--- src/rtl/transmitter_pkg.sv ---
// Shared definitions for the Request/Ack word link: transmitter state encoding
// and the default word width, also used by the receiving end.
package transmitter_pkg;

    localparam int DEFAULT_WIDTH = 16;

    typedef enum logic [1:0] {
        IDLE         = 2'd0,
        REQUEST      = 2'd1,
        WAIT_RELEASE = 2'd2,
        BACKOFF      = 2'd3
    } tx_state_t;

endpackage

--- src/rtl/tx_fifo.sv ---
// Synchronous DEPTH x WIDTH word FIFO with registered Full/Empty flags.
// A push while full is refused even if a pop happens on the same edge.
module tx_fifo
    import transmitter_pkg::*;
#(
    parameter int WIDTH = DEFAULT_WIDTH,
    parameter int DEPTH = 4
) (
    input  logic             clk,
    input  logic             Reset,
    input  logic             push,
    input  logic             pop,
    input  logic [WIDTH-1:0] din,
    output logic [WIDTH-1:0] head,
    output logic             full,
    output logic             empty
);

    localparam int AW = $clog2(DEPTH);

    logic [WIDTH-1:0] mem [DEPTH];
    logic [AW-1:0]    wr_ptr;
    logic [AW-1:0]    rd_ptr;
    logic [AW:0]      count;
    logic [AW:0]      count_next;
    logic             do_push;
    logic             do_pop;

    assign do_push = push && !full;
    assign do_pop  = pop && !empty;
    assign head    = mem[rd_ptr];

    always_comb begin
        count_next = count;
        case ({do_push, do_pop})
            2'b10:   count_next = count + (AW+1)'(1);
            2'b01:   count_next = count - (AW+1)'(1);
            default: count_next = count;
        endcase
    end

    // Flags come from the next count so they are registered alongside it.
    always_ff @(posedge clk) begin
        if (Reset) begin
            wr_ptr <= '0;
            rd_ptr <= '0;
            count  <= '0;
            full   <= 1'b0;
            empty  <= 1'b1;
        end else begin
            if (do_push) wr_ptr <= wr_ptr + AW'(1);
            if (do_pop)  rd_ptr <= rd_ptr + AW'(1);
            count <= count_next;
            full  <= (count_next == (AW+1)'(DEPTH));
            empty <= (count_next == '0);
        end
    end

    always_ff @(posedge clk) begin
        if (do_push) mem[wr_ptr] <= din;
    end

endmodule

--- src/rtl/transmitter.sv ---
// Sending end of the Request/Ack word link: buffers producer words, offers each
// to the receiver with timeout/retry, and pulses Done every BURST deliveries.
module transmitter
    import transmitter_pkg::*;
#(
    parameter int WIDTH     = DEFAULT_WIDTH,
    parameter int DEPTH     = 4,
    parameter int TIMEOUT   = 15,
    parameter int MAX_RETRY = 3,
    parameter int BURST     = 16
) (
    input  logic             clk,
    input  logic             Reset,
    input  logic             Send,
    input  logic [WIDTH-1:0] DataIn,
    output logic             Full,
    output logic             Overflow,
    output logic             Request,
    input  logic             Ack,
    output logic [WIDTH-1:0] DataOut,
    output logic             Done,
    output logic             Error,
    output tx_state_t        State
);

    localparam int TW = $clog2(TIMEOUT + 1);
    localparam int RW = $clog2(MAX_RETRY + 1);
    localparam int CW = (BURST > 1) ? $clog2(BURST) : 1;

    logic [TW-1:0]    timer;
    logic [RW-1:0]    retry;
    logic [CW-1:0]    word_cnt;
    logic [WIDTH-1:0] fifo_head;
    logic             fifo_empty;
    logic             fifo_pop;

    tx_fifo #(.WIDTH(WIDTH), .DEPTH(DEPTH)) u_fifo (
        .clk   (clk),
        .Reset (Reset),
        .push  (Send),
        .pop   (fifo_pop),
        .din   (DataIn),
        .head  (fifo_head),
        .full  (Full),
        .empty (fifo_empty)
    );

    // Head leaves the FIFO on a successful Ack or when it runs out of retries.
    always_comb begin
        fifo_pop = 1'b0;
        case (State)
            REQUEST: fifo_pop = Ack;
            BACKOFF: fifo_pop = (retry == RW'(MAX_RETRY));
            default: fifo_pop = 1'b0;
        endcase
    end

    // Four-phase handshake: DataOut is valid and stable while Request=1; a word
    // is taken when Ack=1 is sampled with Request=1, and Request stays low
    // until Ack has returned to 0.
    always_ff @(posedge clk) begin
        if (Reset) begin
            State    <= IDLE;
            Request  <= 1'b0;
            DataOut  <= '0;
            timer    <= '0;
            retry    <= '0;
            word_cnt <= '0;
            Overflow <= 1'b0;
            Done     <= 1'b0;
            Error    <= 1'b0;
        end else begin
            Overflow <= Send && Full;
            Done     <= 1'b0;
            Error    <= 1'b0;
            case (State)
                IDLE: begin
                    if (!fifo_empty) begin
                        DataOut <= fifo_head;
                        Request <= 1'b1;
                        timer   <= '0;
                        State   <= REQUEST;
                    end
                end
                REQUEST: begin
                    if (Ack) begin
                        Request <= 1'b0;
                        retry   <= '0;
                        if (word_cnt == CW'(BURST - 1)) begin
                            word_cnt <= '0;
                            Done     <= 1'b1;
                        end else begin
                            word_cnt <= word_cnt + CW'(1);
                        end
                        State <= WAIT_RELEASE;
                    end else if (timer == TW'(TIMEOUT - 1)) begin
                        Request <= 1'b0;
                        retry   <= retry + RW'(1);
                        State   <= BACKOFF;
                    end else begin
                        timer <= timer + TW'(1);
                    end
                end
                WAIT_RELEASE: begin
                    if (!Ack) State <= IDLE;
                end
                BACKOFF: begin
                    if (retry == RW'(MAX_RETRY)) begin
                        Error <= 1'b1;
                        retry <= '0;
                    end
                    State <= IDLE;
                end
                default: State <= IDLE;
            endcase
        end
    end

endmodule

--- config.mk ---
export PLATFORM = sky130hd
export DESIGN_NAME = transmitter
export DESIGN_NICKNAME = d
export VERILOG_FILES = /design/src/rtl/transmitter_pkg.sv /design/src/rtl/tx_fifo.sv /design/src/rtl/transmitter.sv
export SDC_FILE = /design/constraint.sdc
export NUM_CORES = 1
export LEC_CHECK = 0
export CORE_ASPECT_RATIO = 0.7
export CORE_MARGIN = 8
export CORE_UTILIZATION = 35
export DETAILED_ROUTE_END_ITERATION = 12
export GPL_TIMING_DRIVEN = 0
export PLACE_DENSITY = 0.61
export SYNTH_ARGS = -nofsm -noshare
export SYNTH_HDL_FRONTEND = slang
export SYNTH_SLANG_ARGS = --single-unit
--- constraint.sdc ---
create_clock -name clk -period 2.3 [get_ports clk]
set_clock_uncertainty 0.2 [all_clocks]
set_input_delay 0.46 -clock clk [delete_from_list [all_inputs] [get_ports clk]]
set_output_delay 0.46 -clock clk [all_outputs]
set_load 0.1 [all_outputs]
# ---- Word level (Yosys, flattened, before mapping)
# Memory sizes are Yosys's and may differ from the RTL's. A register that Yosys moved wholly into a read port is not among the register bits.
# Index checks and enable logic that the tools add are counted.
dict set report word_totals {
  wordCells 81
  ramBits 64
  latch_bits 0
  inputBits 20
  out_inout_bits 23
  regBits 25
  mem_bits_ro 0
  memories 1
}
# name depth word_bits rd rd_ports_with_merged_regs wr line_no
set memory_table {}
lappend memory_table {u_fifo.mem 4 16 1 1 1 tx_fifo.sv:21} ;# logic [WIDTH-1:0] mem [DEPTH];
dict set report op_classes {
  eq_ne 15
  n_lt_le_gt_ge 0
  addsub 7
  mux 24
  n_mul 0
  n_bitwise 4
  div 0
  shifts 0
  reduce_logical 17
}
# cell count
set op_table {}
lappend op_table {{2-to-1 mux 4 bit} 4}
lappend op_table {{2-to-1 mux 2 bit} 7}
lappend op_table {{inequality test 2 bit (second input constant)} 5}
lappend op_table {{AND reduction 3 bit} 3}
lappend op_table {{adder 4 x 1 -> 4 bit (second input constant)} 2}
lappend op_table {{equality test 2 bit (second input constant)} 4}
lappend op_table {{equality test 4 bit (second input constant)} 2}
lappend op_table {{case mux 2 bit (4 select lines)} 1}
lappend op_table {{case mux 4 bit (2 select lines)} 1}
lappend op_table {{2-to-1 mux 1 bit} 7}
lappend op_table {{adder 2 x 1 -> 2 bit (second input constant)} 3}
lappend op_table {{case mux 3 bit (2 select lines)} 1}
lappend op_table {{equality test 2 x 1 -> 1 bit (second input constant)} 2}
lappend op_table {{inverter 1 bit} 4}
lappend op_table {{case mux 1 bit (2 select lines)} 2}
lappend op_table {{case mux 2 bit (2 select lines)} 1}
lappend op_table {{AND reduction 2 bit} 2}
lappend op_table {{AND reduction 4 bit} 1}
lappend op_table {{nonzero test 2 bit} 2}
lappend op_table {{adder 3 x 1 -> 3 bit (second input constant)} 1}
lappend op_table {{equality test 3 bit (second input constant)} 1}
lappend op_table {{logical AND 1 bit} 3}
lappend op_table {{logical NOT 3 bit} 1}
lappend op_table {{inequality test 3 bit (second input constant)} 1}
lappend op_table {{other kinds (5)} 6}

# ---- Logic depth before layout (Yosys ltp)
dict set report logic_depth {
  word_depth 6
  depth_mapped 8
  mapped_depth_nobuf 8
}

# ---- By module
# Synthesis repeated with hierarchy kept, for this count alone.
dict set report unflattened {
  cells_unflattened 296
  hier_area_um2 4227.8
}
# mod seq_area_each_um2 cells_per_inst area_per_inst_um2 n_inst
set by_module_without_submodules {}
lappend by_module_without_submodules {tx_fifo 2142.1 142 2885.3 1}
lappend by_module_without_submodules {transmitter 640.6 154 1342.5 1}

# ---- Worst setup path before layout
# No wires, ideal clock.
dict set report synth_timing {
  kind {flip-flop to flip-flop}
  from {reg State[1]}
  to {reg u_fifo.empty}
  setup_slack_ps -758
  path_stages_with_launch 8
  required_time_ps 1984
  path_buffers 0
  arrival_time_ps 2742
  path_cell_list {dfxtp_1 mux2i_1 nor2_1 ha_1 fa_1 xnor2_1 or3_1 a31o_2}
}
dict set report synth_via {
  elab_chain_len 6
  word_cells_on_any_way 8
  cone_classes {4 x eq/ne; 2 x mux; 2 x reduce/logical}
}
# item line_no
set synth_rtl {}
lappend synth_rtl {{from (decl)} transmitter.sv:23} ;# output tx_state_t State
lappend synth_rtl {{from (signal assigned)} transmitter.sv:63} ;# State <= IDLE;
lappend synth_rtl {{from (signal assigned)} transmitter.sv:82} ;# State <= REQUEST;
lappend synth_rtl {{from (signal assigned)} transmitter.sv:95} ;# State <= WAIT_RELEASE;
lappend synth_rtl {{equality test 2 bit / equality test 2 x 1 -> 1 bit (equally long branches)} transmitter.sv:51} ;# case (State)
lappend synth_rtl {{case mux 1 bit (2 select lines) (*)} transmitter.sv:51}
lappend synth_rtl {{logical AND 1 bit (*)} tx_fifo.sv:30} ;# assign do_pop = pop && !empty;
lappend synth_rtl {{equality test 2 x 1 -> 1 bit / equality test 2 bit (equally long branches)} tx_fifo.sv:35} ;# case ({do_push, do_pop})
lappend synth_rtl {{case mux 3 bit (2 select lines) (*)} tx_fifo.sv:35}
lappend synth_rtl {{logical NOT 3 bit (*)} tx_fifo.sv:55} ;# empty <= (count_next == '0);
lappend synth_rtl {{to (signal assigned)} tx_fifo.sv:55}
lappend synth_rtl {{to (decl)} tx_fifo.sv:16} ;# output logic empty
# Mark *: on every way between the ends. The rest lies on a longest branch, timed or not.
# A chain may end at the register's enable or synchronous reset.

# ---- Worst setup path after layout
dict set report layout_timing {
  from {reg retry[0]}
  to {reg u_fifo.empty}
}
dict set report layout_via {
  elab_chain_len 6
  word_cells_on_any_way 7
  cone_classes {3 x eq/ne; 2 x mux; 2 x reduce/logical}
}
# item line_no
set layout_rtl {}
lappend layout_rtl {{from (decl)} transmitter.sv:31} ;# logic [RW-1:0] retry;
lappend layout_rtl {{from (signal assigned)} transmitter.sv:98} ;# retry <= retry + RW'(1);
lappend layout_rtl {{equality test 2 bit (*)} transmitter.sv:53} ;# BACKOFF: fifo_pop = (retry == RW'(MAX_RETRY));
lappend layout_rtl {{case mux 1 bit (2 select lines) (*)} transmitter.sv:51}
lappend layout_rtl {{logical AND 1 bit (*)} tx_fifo.sv:30}
lappend layout_rtl {{equality test 2 x 1 -> 1 bit / equality test 2 bit (equally long branches)} tx_fifo.sv:35}
lappend layout_rtl {{case mux 3 bit (2 select lines) (*)} tx_fifo.sv:35}
lappend layout_rtl {{logical NOT 3 bit (*)} tx_fifo.sv:55}
# Marked as above.

==> results.json <==
{
  "vdd_drop_max_mv": 0.381,
  "max_stage_delay_ps": 390,
  "crit_top_cell": "ha_4",
  "cp_max_fo": 3,
  "hpwl_um": 5230,
  "htreeDepth": 3,
  "syn_inst": 252,
  "crit_required_ps": 2340,
  "ys_warn_count": 0,
  "core-area_um2": 11100,
  "ioPinCount": 43,
  "status": "complete, but fails checks",
  "layout_common_cells": "edfxtp_1, dfxtp_1, dlygate4sd2_1",
  "post-place-ws_ps": -774,
  "synth_cell_types": 47,
  "layout_commonest_cell": "edfxtp_1",
  "power.density_nw_per_um2": 884,
  "slew_violations": 0,
  "setup_violations": 1,
  "drt.antenna.violating_nets": 0,
  "clk_latency_ps": 350,
  "worstPathArrival_ps": 2370,
  "fmax_mhz": 429,
  "grt_pass1_vias": 2407,
  "grt_overflow": 0,
  "drive_gt1_frac": 0.194,
  "hold_viol": 0,
  "comb_power_share": 0.143,
  "grt_start_max_net_pins": 20,
  "critPathLaunchType": "flop",
  "crit_path_cell_trace": "ha_4, mux2i_4, nor2_2, ha_4, fa_2, xnor2_2, or3_4, a31o_4",
  "p_leak_nw": 1.81,
  "worstSetupPathType": "reg -> reg",
  "grt_pass1_wl_um": 12900,
  "port_buffers": 41,
  "synthSimpleGateAreaFrac": 0.0671,
  "antenna_found_initial": 0,
  "timing.final.crit_share": 1.01,
  "worst_pin_slew_ps": 976,
  "viasPerCell": 4.97,
  "grt_setup_unrepaired": "true",
  "violations": "setup timing",
  "multi_input_area_um2": 1250,
  "layout_setup_ws_ps": -28.7,
  "hp-start": "Ack",
  "synth_ff_type": "edfxtp_1",
  "finalWorstPathRequiredPeriod_ps": 2330,
  "fin_util": 0.455,
  "fill_cells": 991,
  "report.power.total_w": 0.00448,
  "startpoint": "retry[0]",
  "firstDrtPassIters": 4,
  "routed-via-count": 2319,
  "yosys_register_bits": 105,
  "p_int_w": 0.00327,
  "synth_top_family_by_area": "multiplexers",
  "syn2layout_area_growth_pct": 25.7,
  "synth_fa_ha_area_frac": 0.0329,
  "cts_tree": "yes",
  "dieArea_um2": 15300,
  "rows": 32,
  "syn_area_per_cell_um2": 16.0,
  "maxCapViolations": 0,
  "ys_async_sr_fraction": 0,
  "gp_congestion": 0.722,
  "drc_errors": 0,
  "fin_nets": 339,
  "power_frac_seq": 0.481,
  "synth_mux_area_frac": 0.0994,
  "fin_area_um2": 5060,
  "clock_sinks": 105,
  "endpoint_kind": "flop",
  "clockBufferDepth": 2,
  "cts_buffers": 9,
  "clk_pin_slew_worst_paths_ps": 70,
  "die_h_um": 106,
  "synth_edf_count": 64,
  "worstReg2RegStart": "retry[0]",
  "first_iter_violations": 131,
  "min_path_type": "in -> reg",
  "seq_area_frac_synth": 0.681,
  "cts-hold-fix-buffers": 0,
  "antenna_cells": 0,
  "routedWlPerCell_um": 17.0,
  "placed_cell_area_um2": 4660,
  "cts-root-buf": "clkbuf_16",
  "synth_compound_area_frac": 0.0860,
  "synth_xor_area_frac": 0.00652,
  "hold_slack_ps": 181,
  "syn_area_um2": 4030,
  "switching_share": 0.269,
  "die_w_um": 144,
  "seq_area_um2": 2760,
  "clockPowerShare": 0.376,
  "wl_um": 7960,
  "track_usage": 0.112,
  "synth_fp_nets": 282,
  "power_switching_w": 0.00120,
  "start_util": 0.362,
  "slew_headroom": 0.352,
  "critPathSlowestCell": "or3_4"
}
## logic make-up after synthesis
group	after synthesis
xor gates and xnor gates	3
AOI/OAI and AO/OA	47
DFF	105
muxes	20
adders and majority gates	10
and+or+nand+nor	46
buffers and inverters	21
## flip-flops by register name, indices dropped and copies added, names as in the netlist
name and cells:
u_fifo.count 3, u_fifo.full 1, u_fifo.mem 64, word_cnt 4, u_fifo.empty 1, u_fifo.wr_ptr 2, timer 4, Error 1
State 2, Done 1, DataOut 16, u_fifo.rd_ptr 2, retry 2, Request 1, Overflow 1
## cells in the mapped netlist, drive strengths merged (2+ instances only)
| library cell | n | area share |
|---|---|---|
| buf | 8 | 0.015 |
| and2 | 4 | 0.0062 |
| mux4 | 16 | 0.089 |
| and3 | 3 | 0.0047 |
| nand3b | 2 | 0.0037 |
| ha | 9 | 0.028 |
| o211ai | 2 | 0.0037 |
| clkbuf | 6 | 0.0056 |
| a22o | 16 | 0.035 |
| or3 | 7 | 0.011 |
| inv | 7 | 0.0065 |
| nor2 | 8 | 0.0081 |
| nand2 | 4 | 0.0037 |
| o31ai | 2 | 0.0037 |
| nor3 | 3 | 0.0037 |
| a211oi | 2 | 0.0037 |
| nand4b | 2 | 0.0043 |
| edfxtp | 64 | 0.48 |
| nand2b | 4 | 0.0062 |
| dfxtp | 41 | 0.20 |
| o21ai | 5 | 0.0062 |
| mux2i | 4 | 0.0099 |
| nor2b | 3 | 0.0047 |
| xnor2 | 2 | 0.0043 |
| a21oi | 10 | 0.012 |
## power groups by stage
| stage | registers, W | logic (W) | clock network (W) |
|---|---|---|---|
| 3_5_place_dp | 0.00220 | 0.000649 | 0 |
| 3_3_place_gp | 0.00219 | 0.000641 | 0 |
| 4_1_cts | 0.00216 | 0.000636 | 0.00172 |
| 6_report | 0.00215 | 0.000639 | 0.00168 |
| 2_1_floorplan | 0.00245 | 0.000209 | 0 |
| 5_1_grt | 0.00217 | 0.000678 | 0.00180 |
## routing by layer
| layer | track usage | vias up | part of all wire |
|---|---|---|---|
| met1 | 0.142 | 1153 | 0.46 |
| met2 | 0.169 | 62 | 0.46 |
| met3 | 0.0446 | 9 | 0.071 |
| met5 | 0 | - | 0 |
| li1 | - | 1095 | - |
| met4 | 0.0444 | 0 | 0.011 |
## per-stage QoR
stage,instances,setup TNS [ps]
after floorplan,252,-350
after global placement,446,-29860
after detailed placement,446,-31020
after CTS,465,-105
after global routing,467,-160
final,467,-28.7
## critical path: cells and delay by family (launching register included)
family | cells | cell delay (ps)
adder cells (fa/ha/maj) | 3 | 680
AND/OR/NAND/NOR | 2 | 470
flip-flops | 1 | 350
AO/OA/AOI/OAI | 1 | 220
multiplexers | 1 | 160
XOR/XNOR | 1 | 150
## final cells by class
class	count	share of cell area
inverters	7	0.00519
plain buffers	14	0.0173
clock inverters	7	0.0210
well taps	153	0.0378
flip-flops and latches	105	0.544
clock buffers	9	0.0445
multi-input cells	126	0.247
repair buffers	46	0.0830
## what timing repair did
item / CTS / global route
pin swaps: 5 / 7
gates resized for setup: 35 / 6
setup buffers: 3 / 2
endpoints found under the setup margin: 90 / 5
## path summary, 6_finish.rpt
path,cells after the start,slack (ps),endpoint
hold reg to reg,2,260,Done
hold / removal,2,180,State[0]
setup / recovery,8,-30,u_fifo.empty
setup reg to reg,8,-30,u_fifo.empty
Power figures use the tool's default switching activity.
